## src/rtl/rf_pkg.sv

```systemverilog
// rtl/rf_pkg.sv - shared register-file write-port constants, types and helpers
package rf_pkg;

    localparam int TAG_W     = 6;
    localparam int DATA_W    = 32;
    localparam int PHYS_REGS = 64;

    // One register-file write port as seen by the register file
    typedef struct packed {
        logic              en;
        logic [TAG_W-1:0]  sel;
        logic [DATA_W-1:0] data;
    } rf_write_t;

    // Increment an index with wrap-around at n (n need not be a power of two)
    function automatic int wrapInc(input int idx, input int n);
        return (idx + 1 >= n) ? 0 : idx + 1;
    endfunction

endpackage

```

## src/rtl/regfile_write_arbiter_pick.sv

```systemverilog
// rtl/regfile_write_arbiter_pick.sv - combinational round-robin multi-grant picker with tag-conflict skip
module rf_wr_rr_pick #(
    parameter int NUM_REQ   = 4,
    parameter int NUM_PORTS = 2,
    parameter int TAG_W     = 6,
    parameter int IDX_W     = 2
) (
    input  logic [NUM_REQ-1:0]         cand,
    input  logic [NUM_REQ*TAG_W-1:0]   tags,
    input  logic [IDX_W-1:0]           rr,
    output logic [NUM_REQ-1:0]         grant,
    output logic [NUM_PORTS-1:0]       portValid,
    output logic [NUM_PORTS*IDX_W-1:0] portIdx,
    output logic [IDX_W-1:0]           rrNext
);
    import rf_pkg::*;

    logic [TAG_W-1:0] grantedTag [NUM_PORTS];
    logic [TAG_W-1:0] candTag;
    logic             conflict;
    int               count;
    int               idx;

    // Walk requesters from rr upward; hand out ports in scan order, skipping
    // any candidate whose tag is already being written this cycle.
    always_comb begin
        grant     = '0;
        portValid = '0;
        portIdx   = '0;
        rrNext    = rr;
        count     = 0;
        idx       = 0;
        conflict  = 1'b0;
        candTag   = '0;
        for (int p = 0; p < NUM_PORTS; p++) begin
            grantedTag[p] = '0;
        end
        for (int j = 0; j < NUM_REQ; j++) begin
            idx = int'(rr) + j;
            if (idx >= NUM_REQ) begin
                idx = idx - NUM_REQ;
            end
            candTag  = tags[idx*TAG_W +: TAG_W];
            conflict = 1'b0;
            for (int p = 0; p < NUM_PORTS; p++) begin
                if (p < count && grantedTag[p] == candTag) begin
                    conflict = 1'b1;
                end
            end
            if (cand[idx] && count < NUM_PORTS && !conflict) begin
                grant[idx]                   = 1'b1;
                portValid[count]             = 1'b1;
                portIdx[count*IDX_W +: IDX_W] = IDX_W'(idx);
                grantedTag[count]            = candTag;
                rrNext                       = IDX_W'(wrapInc(idx, NUM_REQ));
                count                        = count + 1;
            end
        end
    end

endmodule

```

## src/rtl/regfile_write_arbiter.sv

```systemverilog
// rtl/regfile_write_arbiter.sv - buffers execution-unit results and schedules them onto register-file write ports
module regfile_write_arbiter #(
    parameter int NUM_REQ   = 4,
    parameter int NUM_PORTS = 2,
    parameter int TAG_W     = rf_pkg::TAG_W,
    parameter int DATA_W    = rf_pkg::DATA_W
) (
    input  logic                        clk,
    input  logic                        reset,
    input  logic                        en,
    input  logic                        commitAllow,
    input  logic [NUM_REQ-1:0]          reqValid,
    input  logic [NUM_REQ*TAG_W-1:0]    reqTag,
    input  logic [NUM_REQ*DATA_W-1:0]   reqData,
    output logic [NUM_REQ-1:0]          reqReady,
    output logic [NUM_PORTS-1:0]        writeEn,
    output logic [NUM_PORTS*TAG_W-1:0]  writeSelect,
    output logic [NUM_PORTS*DATA_W-1:0] writeData,
    output logic                        busy
);
    import rf_pkg::*;

    localparam int IDX_W = (NUM_REQ > 1) ? $clog2(NUM_REQ) : 1;

    logic [NUM_REQ-1:0]          full;
    logic [NUM_REQ*TAG_W-1:0]    tagQ;
    logic [NUM_REQ*DATA_W-1:0]   dataQ;
    logic [IDX_W-1:0]            rr;
    logic [IDX_W-1:0]            rrNext;
    logic [NUM_REQ-1:0]          cand;
    logic [NUM_REQ-1:0]          grant;
    logic [NUM_REQ-1:0]          accept;
    logic [NUM_PORTS-1:0]        portValid;
    logic [NUM_PORTS*IDX_W-1:0]  portIdx;
    logic [NUM_PORTS*TAG_W-1:0]  portTag;
    logic [NUM_PORTS*DATA_W-1:0] portData;

    // Only buffered results compete, and only while commits are allowed
    assign cand = full & {NUM_REQ{commitAllow & en}};

    // A buffer being drained this cycle can take a new result at the same edge
    assign reqReady = {NUM_REQ{en & ~reset}} & (~full | grant);
    assign accept   = reqValid & reqReady;
    assign busy     = |full;

    rf_wr_rr_pick #(
        .NUM_REQ   (NUM_REQ),
        .NUM_PORTS (NUM_PORTS),
        .TAG_W     (TAG_W),
        .IDX_W     (IDX_W)
    ) u_pick (
        .cand      (cand),
        .tags      (tagQ),
        .rr        (rr),
        .grant     (grant),
        .portValid (portValid),
        .portIdx   (portIdx),
        .rrNext    (rrNext)
    );

    // Route the granted buffer contents to each write port
    always_comb begin
        portTag  = '0;
        portData = '0;
        for (int k = 0; k < NUM_PORTS; k++) begin
            portTag[k*TAG_W +: TAG_W]    = tagQ[int'(portIdx[k*IDX_W +: IDX_W])*TAG_W +: TAG_W];
            portData[k*DATA_W +: DATA_W] = dataQ[int'(portIdx[k*IDX_W +: IDX_W])*DATA_W +: DATA_W];
        end
    end

    // Buffer payloads load on a completed handshake; occupancy lives below
    always_ff @(posedge clk) begin
        for (int i = 0; i < NUM_REQ; i++) begin
            if (accept[i]) begin
                tagQ[i*TAG_W +: TAG_W]    <= reqTag[i*TAG_W +: TAG_W];
                dataQ[i*DATA_W +: DATA_W] <= reqData[i*DATA_W +: DATA_W];
            end
        end
    end

    // Occupancy, round-robin pointer and registered write ports; all hold while en is low
    always_ff @(posedge clk) begin
        if (reset) begin
            full        <= '0;
            rr          <= '0;
            writeEn     <= '0;
            writeSelect <= '0;
            writeData   <= '0;
        end else if (en) begin
            full    <= (full & ~grant) | accept;
            rr      <= rrNext;
            writeEn <= portValid;
            for (int k = 0; k < NUM_PORTS; k++) begin
                if (portValid[k]) begin
                    writeSelect[k*TAG_W +: TAG_W]  <= portTag[k*TAG_W +: TAG_W];
                    writeData[k*DATA_W +: DATA_W] <= portData[k*DATA_W +: DATA_W];
                end
            end
        end
    end

endmodule

```

## config.mk

```make
export PLATFORM = sky130hd
export DESIGN_NAME = regfile_write_arbiter
export DESIGN_NICKNAME = d
export VERILOG_FILES = /design/src/rtl/rf_pkg.sv /design/src/rtl/regfile_write_arbiter_pick.sv /design/src/rtl/regfile_write_arbiter.sv
export SDC_FILE = /design/constraint.sdc
export NUM_CORES = 1
export LEC_CHECK = 0
export BUFFER_PORTS_ARGS = -buffer_cell sky130_fd_sc_hd__buf_2
export CAP_MARGIN = 10
export CELL_PAD_IN_SITES_DETAIL_PLACEMENT = 0
export CELL_PAD_IN_SITES_GLOBAL_PLACEMENT = 2
export CORE_UTILIZATION = 29
export DETAILED_ROUTE_END_ITERATION = 6
export PLACE_DENSITY = 0.76
export SLEW_MARGIN = 20
export SYNTH_ARGS = -nofsm -noshare
export SYNTH_HDL_FRONTEND = slang
export SYNTH_SLANG_ARGS = --single-unit
```

## constraint.sdc

```tcl
create_clock -name clk -period 10.5 [get_ports clk]
set_input_delay 0.525 -clock clk [delete_from_list [all_inputs] [get_ports clk]]
set_output_delay 0.525 -clock clk [all_outputs]
set_load 0.02 [all_outputs]
```

# [After elaboration in Yosys (flattened, before gate mapping)]
# Cells that the tools add are included.
[word_totals] out_inout_bits=83 word_cells=211 inputBits=160 register_bits=236
[op_classes] muxes=71 n_reduce_logical=30 eq_ne=5 n_lt_le_gt_ge=35 addsub=16 bitwise=19 multipliers=6 shifts=14
[ops] op="$shiftx A128 B8 Y32" n=2
[ops] op="$ge A32 B4 Y1 const B" n=7
[ops] op="$ge A32 B1 Y1 const B" n=6
[ops] op="$mux W32" n=6
[ops] op="$add A32 B2 Y32 const B" n=5
[ops] op="$lt A32 B3 Y1 const B" n=4
[ops] op="$lt A32 B4 Y1 const B" n=4
[ops] op="$mul A32 B3 Y31 const B" n=4
[ops] op="$shiftx A24 B32 Y6" n=4
[ops] op="$shift A2 B33 Y4 const A" n=3
[ops] op="$shiftx A2 B33 Y4" n=3
[ops] op="$sub A32 B4 Y32 const B" n=3
[ops] op="$neg A32 Y33" n=2
[ops] op="$ge A32 B2 Y1 const B" n=2
[ops] op="$lt A1 B32 Y1 const A" n=2
[ops] op="$lt A2 B32 Y1 const A" n=2
[ops] op="$lt A32 B1 Y1 const B" n=2
[ops] op="$shiftx A24 B6 Y6" n=2
[ops] op="$neg A2 Y33" n=1
[ops] op="$not A1 Y32" n=1
[ops] op="$not A32 Y32" n=1
[ops] op="$eq A6 B6 Y1" n=5
[ops] op="$mux W4" n=7
[ops] op="$bwmux W12" n=2
[ops] op="other kinds (31)" n=116

# [Longest topological paths before layout]
# Gate-level depths: netlist of the first run.
[logic_depth] word_depth=31 ltp_mapped=43 depth_no_buf=31

# [Modules after synthesis]
# Synthesis of the first run repeated with hierarchy kept, for this count alone.
[unflattened] cells_unflattened=1112 area_unflattened_um2=13136.3
[modules_own_cells] module="regfile_write_arbiter" area_each_um2=9449.1 instances=1 seq_area_each_um2=6246.0 cells_per_inst=631
[modules_own_cells] module="rf_wr_rr_pick" area_each_um2=3687.3 instances=1 seq_area_each_um2=0.0 cells_per_inst=481

# [Worst setup path before layout of the first run]
# OpenSTA, ideal clock, no wires.
[synth_path] kind="register to register" from="reg rr[0]" to="reg dataQ[100], enable pin" t_required_ps=10101 t_arrival_ps=8957 n_path_buf=10 period_less_slack_ps=9356 setup_slack_ps=1144 setup_ps=399 stages_incl_launch_ff=41 cell_sequence="dfxtp_1 > buf_4 > buf_6 > inv_2 > buf_2 > clkbuf_1 > ha_1 > buf_6 > buf_12 > buf_4 > buf_4 > inv_1 > nor2_1 > ha_1 > a21oi_2 > xnor2_1 > or4_1 > a211oi_1 > (+5 left out) > nor3b_1 > o311ai_0 > o31ai_4 > xor2_2 > inv_1 > ha_1 > ha_1 > a2111oi_0 > nand3_1 > a22oi_1 > nor4bb_1 > a211oi_1 > and2_4 > buf_6 > nand2_1 > a21o_1 > nor2_1 > and2_1"
[synth_via] elab_chain_cells=30 elab_cells_between_ends=123 classes_between="9 x add/sub; 4 x mul; 25 x order compare; 5 x eq/ne; 4 x shift; 46 x mux; 8 x bitwise; 22 x reduce/logical"
[synth_rtl] element="start, declared" line_no="regfile_write_arbiter.sv:28" source="logic [IDX_W-1:0] rr;"
[synth_rtl] element="start signal, assigned" line_no="regfile_write_arbiter.sv:91" source="rr <= rrNext;"
[synth_rtl] element="branches (longest 26 deep; another with $sub A32 B4 Y32)"
[synth_rtl] element="$mux W4 (*)" line_no="regfile_write_arbiter_pick.sv:50" source="if (cand[idx] && count < NUM_PORTS && !conflict) begin"
[synth_rtl] element="$or A4 B4 Y4 (*)" line_no="regfile_write_arbiter.sv:42" source="assign reqReady = {NUM_REQ{en & ~reset}} & (~full | grant);"
[synth_rtl] element="$and A4 B4 Y4 (*)" line_no="regfile_write_arbiter.sv:42"
[synth_rtl] element="via reqReady[3]" line_no="regfile_write_arbiter.sv:15" source="output logic [NUM_REQ-1:0] reqReady,"
[synth_rtl] element="$and A4 B4 Y4 (*)" line_no="regfile_write_arbiter.sv:43" source="assign accept = reqValid & reqReady;"
[synth_rtl] element="via accept[3]" line_no="regfile_write_arbiter.sv:32" source="logic [NUM_REQ-1:0] accept;"
[synth_rtl] element="end signal, assigned by index" line_no="regfile_write_arbiter.sv:76" source="dataQ[i*DATA_W +: DATA_W] <= reqData[i*DATA_W +: DATA_W];"
[synth_rtl] element="end, declared" line_no="regfile_write_arbiter.sv:27" source="logic [NUM_REQ*DATA_W-1:0] dataQ;"
# Mark *: on every way through the listed nets, which the timed path passes. The select of a mux whose other input is x is not followed.
# A chain may end at the register's enable or synchronous reset.

# [Worst setup path after layout of the first run]
[layout_path] from="reg rr[0]" to="out reqReady[0]"
[layout_via] elab_chain_cells=29 elab_cells_between_ends=122 classes_between="9 x add/sub; 4 x mul; 25 x order compare; 5 x eq/ne; 4 x shift; 46 x mux; 7 x bitwise; 22 x reduce/logical"
[layout_rtl] element="branches (longest 26 deep; another with $sub A32 B4 Y32)"
[layout_rtl] element="$mux W4 (*)" line_no="regfile_write_arbiter_pick.sv:50"
[layout_rtl] element="$or A4 B4 Y4 (*)" line_no="regfile_write_arbiter.sv:42"
[layout_rtl] element="$and A4 B4 Y4 (*)" line_no="regfile_write_arbiter.sv:42"
[layout_rtl] element="end, declared" line_no="regfile_write_arbiter.sv:15"
# Mark *: on every way between the ends. The select of a mux whose other input is x is not followed.

==> results of run 1 <==
through the flow:
step	instance area [um2]	hold WS, ns	utilization (%)	instances
floorplan	13400	0.496	-	1133
global placement	14900	0.443	32.8	1893
detailed placement	14900	0.450	32.8	1893
CTS	15700	0.160	34.6	1936
global route	15700	0.166	34.6	1942
finish	15800	0.181	34.6	1946
worst max-delay path: cells and delay by family, from the launching register on:
family,cells,cell delay [ns]
flip-flops,1,0.55
adder cells (fa/ha/maj),5,1.50
AO/OA/AOI/OAI,10,2.55
buffers and inverters,5,1.02
AND/OR/NAND/NOR,9,2.50
XOR/XNOR,2,0.46
per-layer routing:
| layer | part of all wire [%] | up-vias | wire length [um] |
|---|---|---|---|
| met5 | 0.19 | - | 84 |
| met4 | 1.8 | 16 | 774 |
| met3 | 6.9 | 72 | 3000 |
| met2 | 50 | 376 | 21500 |
| met1 | 42 | 5181 | 18000 |
| li1 | - | 4777 | - |
cell families (layout without fill, tap and decap cells):
family	after synthesis	count (layout)	synth area share, %
adder cells (fa/ha/maj)	19	19	1.78
other	2	13	0.0561
AO/OA/AOI/OAI	221	221	14.2
XOR/XNOR	12	12	0.842
AND/OR/NAND/NOR	282	282	10.4
buffers and inverters	118	321	5.57
flip-flops	236	236	46.7
multiplexers	242	242	20.5
registers in the layout, summed over array words and instances (netlist names):
name,flops
dataQ,128
full,4
rr,2
tagQ,24
writeData,64
writeEn,2
writeSelect,12
synthesized netlist by cell type, drive strengths merged (7+ instances only):
| cell type | n |
|---|---|
| nand2b | 11 |
| o32ai | 8 |
| clkbuf | 34 |
| a211oi | 7 |
| o221ai | 77 |
| nor2b | 16 |
| dfxtp | 84 |
| a21oi | 27 |
| nand3b | 10 |
| edfxtp | 152 |
| ha | 19 |
| inv | 15 |
| mux4 | 23 |
| o22ai | 8 |
| and2 | 10 |
| mux2i | 216 |
| buf | 69 |
| nand3 | 13 |
| a31oi | 8 |
| nor2 | 45 |
| o21ai | 15 |
| nor3 | 25 |
| nand2 | 119 |
report_power, final:
group          switching [mW]  total [mW]  internal [mW]
logic                   0.551       0.913          0.361
clock network           0.356       0.882          0.526
registers              0.0484        1.09           1.04
area by class of cell:
class | count | area [um2]
well taps | 600 | 751
clock buffers | 32 | 672
fillers | 4599 | 29700
flip-flops and latches | 236 | 6250
inverters | 15 | 56.3
multi-input cells | 779 | 6430
repair buffers | 263 | 1420
diodes | 10 | 25.0
clock inverters | 11 | 146
final timing paths:
path                                      to  slack, ns  depth (start not counted)
setup / recovery                 reqReady[0]       0.84                         31
hold / removal           dataQ[89]$_DFFE_PP_       0.18                          1
setup reg to reg  writeData[28]$_SDFFE_PP0P_       0.94                         32
hold reg to reg   writeData[10]$_SDFFE_PP0P_       0.47                          2
==> flow_summary.ini, run 1 <==
[floorplan]
row_count = 78
die_h_um = 217
io_pins = 243
initial_utilization_pct = 29.4
die_w_um = 217
die_area_um2 = 47000
design.core.area_um2 = 45500

[critical_path]
endpoint_kind = primary output
cp_max_fo = 30
worstPathArrival_ns = 9.13
worst-endpoint-required_ns = 9.98
reg2reg_from = rr[0]$_SDFFE_PP0P_
start_kind = register
critPathMostFrequentCell = ha_1
worstSetupPathType = register to primary output
crit_start = rr[0]$_SDFFE_PP0P_
slowest_delay_ns = 0.63
crit_slowest_cell = or4_1

[global_route]
use_met2_pct = 31.3
grtUsageTotal_pct = 18.0
grt_max_degree = 77
busiest_layer = met2
overflow = 0
grtUsageMet3_pct = 4.03
grt_util_met1_pct = 22.5
antenna_found_initial = 18
grt_pass1_vias = 10600
grt_pass1_wl_um = 65300

[synth]
ys.flop_type = edfxtp_1
synth_top_area_share_pct = 34.1
yosysSeqAreaShare_pct = 46.7
syn-cell-area_um2 = 13400
synthDistinctLibCells = 90
synth.area.top_cells = edfxtp_1 (34%), mux2i_1 (16%), dfxtp_1 (13%)
synth_edf_count = 152
synth_top_cell_by_area = edfxtp_1
async_flop_share_pct = 0
synth-seq-cells = 236
yosysWarnings = 0
synthCells = 1132
avgSynthCellArea_um2 = 11.8

[timing]
final.setup.tns_ns = 0
drv_slew = 0
fmax_mhz = 104
slew_headroom_pct = 43.7
rsz0062_at_grt = false
tightest_slew_ns = 0.845
final.period_utilization_pct = 92.0
finalSetupViolCount = 0
hold_violations = 0
layout_setup_ws_ns = 0.840
period_minus_slack_ns = 9.66
skew_ns = 0.0144

[place]
place_congestion = 0.921
place_ws_ns = 1.14
portBuffers = 242
place_hpwl_um = 30300

[clock_tree]
cts-root-buf = clkbuf_16
cts_sinks = 236
path_clk_slew_ns = 0.07
clk_path_buf_depth = 3
cts_resized = 0
cts_tree = built
numCtsBuffers = 24
hold_buffers = 0
cts_setup_buffers = 0
clk_latency_ns = 0.51
h-tree-depth = 1

[pwr]
leakage_nw = 6.14
finalPower_mw = 2.89
power_density_nw_per_um2 = 183
ir_drop_mv = 0.157

[min_path]
hp-class = input port to register
min-delay-start = reqData[89]

[flow_run]
max_cap_violations = 0

[detailed_routing]
drt_iter0_drc = 789
drc = 0
viasPerCell = 5.36
wl_um = 43300
num_vias = 10400
dr.pass1.iters = 5
final_antenna_net_count = 0
wl_per_cell_um = 22.2

[layout]
area_growth_syn_to_layout_pct = 17.7
final_cell_mix = buf_2 (242), mux2i_1 (214), edfxtp_1 (152)
finalNetCount = 1498
drive_gt1_share_pct = 28.4
final_common_cell = buf_2

[status]
status = finished, final reports clean
Power figures use the tool's default switching activity.
==> run 2: changes to the inputs <==
--- a/config.mk
+++ b/config.mk
@@ -11,7 +11,7 @@
 export CELL_PAD_IN_SITES_GLOBAL_PLACEMENT = 2
 export CORE_UTILIZATION = 29
 export DETAILED_ROUTE_END_ITERATION = 6
-export PLACE_DENSITY = 0.76
+export PLACE_DENSITY = 0.66
 export SLEW_MARGIN = 20
 export SYNTH_ARGS = -nofsm -noshare
 export SYNTH_HDL_FRONTEND = slang
==> run 2 against run 1 <==
Effect of this change:
- sequential share of layout area decreased by 0.80 points
- clock-buffer cell count decreased by 3
- global-route usage increased by 0.96 points
- combinational power increased by 4.7%
- via count decreased by 0.42%
- clock skew decreased by 0.0044 ns
- utilization increased by 0.71 points
- critical path type unchanged
- cell count increased by 1.5%
- critical path depth increased by 2
- worst hold slack got worse by 0.016 ns
==> flow_summary.ini, run 2 (synthesis results as in run 1) <==
[clock_tree]
h-tree-depth = 1
cts_tree = built
numCtsBuffers = 25
path_clk_slew_ns = 0.06
clk_latency_ns = 0.53
cts_resized = 0
clk_path_buf_depth = 3
cts-root-buf = clkbuf_16
cts_sinks = 236

[critical_path]
rr_endpoint = writeData[21]$_SDFFE_PP0P_
cp_max_fo = 26
crit_slowest_cell = or4_1
slowest_delay_ns = 0.62
reg2reg_depth = 34
critPathMostFrequentCell = ha_1
worstPathArrival_ns = 9.09
endpoint_kind = primary output
worstSetupPathType = register to primary output
start_kind = register
r2r_slack_ns = 0.89
reg2reg_from = rr[1]$_SDFFE_PP0P_
worst-endpoint-required_ns = 9.98

[pwr]
swShare_pct = 32.9
comb_power_share_pct = 31.7
share_clk_of_total_power_pct = 32.1
ir_drop_mv = 0.120
switching_power_mw = 0.993
power_density_nw_per_um2 = 188
leakage_nw = 6.33
p_seq_share_pct = 36.2
intPower_mw = 2.02

[timing]
skew_ns = 0.0100
finalSetupViolCount = 0
period_minus_slack_ns = 9.62
final.period_utilization_pct = 91.6
tightest_slew_ns = 0.857
fmax_mhz = 104
rsz0062_at_grt = false
hold_violations = 0
layout_setup_ws_ns = 0.883
final.setup.tns_ns = 0
drv_slew = 0
slew_headroom_pct = 42.6
holdWs_ns = 0.165

[layout]
area_growth_syn_to_layout_pct = 20.2
largest_reg_flops = 128
n_fill_cell = 4607
top_register = dataQ
final_common_cell = buf_2
fin_cells = 1975
top_regs = dataQ x128, writeData x64, tagQ x24
drive_gt1_share_pct = 30.3
final_cell_mix = buf_2 (242), mux2i_1 (214), edfxtp_1 (152)
finalNetCount = 1528

[min_path]
hold_path_end = dataQ[65]$_DFFE_PP_
hold-path-cell-count = 1
min-delay-start = reqData[65]
hp-class = input port to register

[floorplan]
io_pins = 243
die_area_um2 = 47000
initial_utilization_pct = 29.4
die_w_um = 217
row_count = 78
design.core.area_um2 = 45500
die_h_um = 217

[status]
status = finished, final reports clean

[global_route]
grt_pass1_vias = 10600
grtUsageTotal_pct = 19.0
grt_max_degree = 69
overflow = 0
grt_pass1_wl_um = 67500
antenna_found_initial = 22

[detailed_routing]
num_vias = 10400
drt_iter0_drc = 727
drc = 0
final_antenna_net_count = 0
dr.pass1.iters = 5
viasPerCell = 5.25
wl_um = 45600
wl_per_cell_um = 23.1

[flow_run]
max_cap_violations = 0

[place]
place_congestion = 0.852
dp_cells = 1902
portBuffers = 242
place_hpwl_um = 32500
place_ws_ns = 0.684
## run 2: cell count changes in the layout (fill, tap and decap cells not counted), sizes merged
cell      previous run  this run
clkinv               5         6
inv                 15        17
buf                263       292
bufinv               3         6
diode               10         8
clkbuf              32        29
clkinvlp             3         2
## run 2: how the worst max path moves through the flow
stage	start	to	slack, ns	cells past startpoint
floorplan	rr[0]$_SDFFE_PP0P_	dataQ[100]$_DFFE_PP_	1.14	40
CTS	rr[1]$_SDFFE_PP0P_	writeData[25]$_SDFFE_PP0P_	0.64	33
detailed placement	rr[1]$_SDFFE_PP0P_	writeData[12]$_SDFFE_PP0P_	0.68	33
finish	rr[1]$_SDFFE_PP0P_	reqReady[2]	0.88	33
global placement	rr[1]$_SDFFE_PP0P_	writeData[20]$_SDFFE_PP0P_	0.90	32
global route	rr[1]$_SDFFE_PP0P_	writeData[21]$_SDFFE_PP0P_	0.09	33
## run 2: metal layers
layer,routed length [um],track usage [%]
met5,177,0
met4,798,4.06
met3,3070,4.96
met2,22300,32.9
met1,19300,23.5
## run 2: final cells by class
cell class / instances / area, um2 / share of cell area [%]
tap: 600 / 751 / 4.67
clock inverter: 16 / 243 / 1.51
antenna: 8 / 20.0 / 0.125
sequential: 236 / 6250 / 38.9
multi-input combinational: 779 / 6430 / 40.0
timing repair buffer: 292 / 1660 / 10.3
clock buffer: 29 / 661 / 4.11
inverter: 15 / 56.3 / 0.350
## run 2: repair_timing
| item | 4_1_cts | 5_1_grt |
|---|---|---|
| buffers inserted | 0 | 20 |
| setup endpoints to repair | 0 | 69 |
| hold buffers | 0 | 0 |
## run 2: metrics by stage
step                      cell area, um2  power [mW]  utilization (%)
after floorplan                    13400        1.78                -
after global placement             15000        2.06             32.9
after detailed placement           15000        2.05             32.9
after CTS                          15900        3.02             34.9
after global routing               16100        3.15             35.3
final                              16100        3.02             35.3
## run 2: critical path, delay by kind of cell (launching register included)
kind                     cells  cell delay (ns)
flip-flops                   1             0.60
adder cells (fa/ha/maj)      5             1.47
XOR/XNOR                     2             0.43
buffers and inverters        6             1.08
AND/OR/NAND/NOR              9             2.28
AO/OA/AOI/OAI               11             2.67
## run 2: power by group through the flow
stage	combinational, mW	clock, mW	sequential, mW
detailed placement	0.935	0	1.11
finish	0.956	0.969	1.09
global placement	0.944	0	1.11
CTS	0.938	0.990	1.09
floorplan	0.648	0	1.13
global route	1.03	1.02	1.10
==> run 3: changes to the inputs <==
--- a/config.mk
+++ b/config.mk
@@ -10,8 +10,9 @@
 export CELL_PAD_IN_SITES_DETAIL_PLACEMENT = 0
 export CELL_PAD_IN_SITES_GLOBAL_PLACEMENT = 2
 export CORE_UTILIZATION = 29
+export CTS_BUF_LIST = sky130_fd_sc_hd__clkbuf_4 sky130_fd_sc_hd__clkbuf_8
 export DETAILED_ROUTE_END_ITERATION = 6
-export PLACE_DENSITY = 0.66
+export PLACE_DENSITY = 0.67
 export SLEW_MARGIN = 20
 export SYNTH_ARGS = -nofsm -noshare
 export SYNTH_HDL_FRONTEND = slang
==> run 3 against run 2 <==
Effect of this change:
- wire length about the same
- worst hold slack worse by 0.0097 ns
- die area unchanged
- sequential power about the same
- via count up 0.91%
- global-route usage up 0.18 points
- clock power down 16%
- cell count down 0.25%
- critical path type unchanged
==> flow_summary.ini, run 3 (synthesis results as in run 1) <==
[global_route]
grt_max_degree = 77
overflow = 0
antenna_found_initial = 13
grtUsageTotal_pct = 19.1
grt_pass1_wl_um = 68000
grt_pass1_vias = 10800

[timing]
tightest_slew_ns = 0.918
slew_headroom_pct = 37.2
final.period_utilization_pct = 88.2
finalSetupViolCount = 0
hold_violations = 0
drv_slew = 0
rsz0062_at_grt = false
skew_ns = 0.0156
fmax_mhz = 108
final.setup.tns_ns = 0
period_minus_slack_ns = 9.26

[clock_tree]
h-tree-depth = 2
clk_latency_ns = 0.54
hold_buffers = 0
cts_resized = 0
cts-root-buf = clkbuf_8
path_clk_slew_ns = 0.07
clk_path_buf_depth = 3
cts_tree = built
cts_setup_buffers = 0
cts_sinks = 236
numCtsBuffers = 37

[pwr]
leakage_nw = 6.18
power_density_nw_per_um2 = 181
ir_drop_mv = 0.108

[floorplan]
initial_utilization_pct = 29.4
die_w_um = 217
design.core.area_um2 = 45500
die_h_um = 217
io_pins = 243
die_area_um2 = 47000
row_count = 78

[detailed_routing]
viasPerCell = 5.32
num_vias = 10500
wl_per_cell_um = 23.2
drc = 0
drt_iter0_drc = 777
final_antenna_net_count = 0
dr.pass1.iters = 7
wl_um = 45600

[layout]
top_register = dataQ
final_common_cell = buf_2
regArea_um2 = 6250
final_cell_mix = buf_2 (242), mux2i_1 (214), edfxtp_1 (152)
largest_reg_flops = 128
n_fill_cell = 4634
top_regs = dataQ x128, writeData x64, tagQ x24
finalCoreUtilization_pct = 34.6
finalNetCount = 1517
fin_cells = 1970
multi_input_area_um2 = 6430
area_growth_syn_to_layout_pct = 17.5
drive_gt1_share_pct = 30.4

[critical_path]
crit_start = rr[0]$_SDFFE_PP0P_
cp_max_fo = 22
worst-endpoint-required_ns = 9.98
rr_endpoint = writeData[53]$_SDFFE_PP0P_
crit_slowest_cell = a2111oi_0
endpoint_kind = primary output
r2r_slack_ns = 1.38
slowest_delay_ns = 0.83
start_kind = register
worstPathArrival_ns = 8.74
worstSetupPathType = register to primary output
reg2reg_depth = 34
cp-endpoint = reqReady[0]
reg2reg_from = rr[0]$_SDFFE_PP0P_
critPathMostFrequentCell = ha_1

[place]
place_hpwl_um = 32000
dp_cells = 1899
place_congestion = 0.855
portBuffers = 242

[flow_run]
max_cap_violations = 0

[min_path]
hp-class = input port to register

[status]
status = finished, final reports clean
[run 3: area by class of cell]
class | count | share of cell area [%]
Sequential cell | 236 | 39.7
Clock inverter | 9 | 0.454
Antenna cell | 3 | 0.0478
Inverter | 15 | 0.358
Timing Repair Buffer | 269 | 9.15
Clock buffer | 59 | 4.53
Multi-Input combinational cell | 779 | 40.9
Tap cell | 600 | 4.78
[run 3: where the power goes]
group	switching [mW]	internal (mW)
registers	0.0464	1.04
clock network	0.361	0.456
logic	0.573	0.363
[run 3: metal layers]
metal | part of all wire (%) | routed length, um | vias to the layer above | global-route usage, %
met5 | 0.31 | 141 | - | 0
met4 | 2.1 | 954 | 20 | 5.09
met3 | 6.5 | 2960 | 81 | 4.25
met2 | 48 | 22000 | 382 | 32.2
met1 | 43 | 19600 | 5185 | 24.7
li1 | - | - | 4804 | -
[run 3: worst min-delay path by stage]
stage,to,start,slack (ns),cells past startpoint
after CTS,dataQ[15]$_DFFE_PP_,reqData[15],0.12,1
final,dataQ[15]$_DFFE_PP_,reqData[15],0.16,1
after global placement,writeSelect[3]$_SDFFE_PP0P_,writeSelect[3]$_SDFFE_PP0P_,0.44,2
after floorplan,full[3]$_SDFFE_PP0P_,full[3]$_SDFFE_PP0P_,0.50,2
after detailed placement,writeSelect[5]$_SDFFE_PP0P_,writeSelect[5]$_SDFFE_PP0P_,0.45,2
after global routing,tagQ[13]$_DFFE_PP_,reqTag[13],0.12,1
[run 3: critical path: cells and delay by family, from the launching register on]
kind	cells	cell delay, ns
AND/OR/NAND/NOR	9	1.70
flip-flops	1	0.37
AO/OA/AOI/OAI	10	3.01
XOR/XNOR	2	0.44
adder cells (fa/ha/maj)	6	1.49
buffers and inverters	6	1.19
[run 3: per-stage QoR]
stage	hold slack [ns]	cell area (um2)	setup WS, ns	total power [mW]
after global placement	0.444	14900	1.48	2.05
after global routing	0.120	15700	0.603	2.98
after CTS	0.116	15700	1.23	2.87
after floorplan	0.496	13400	1.14	1.78
final	0.155	15700	1.24	2.84
after detailed placement	0.451	14900	1.42	2.04
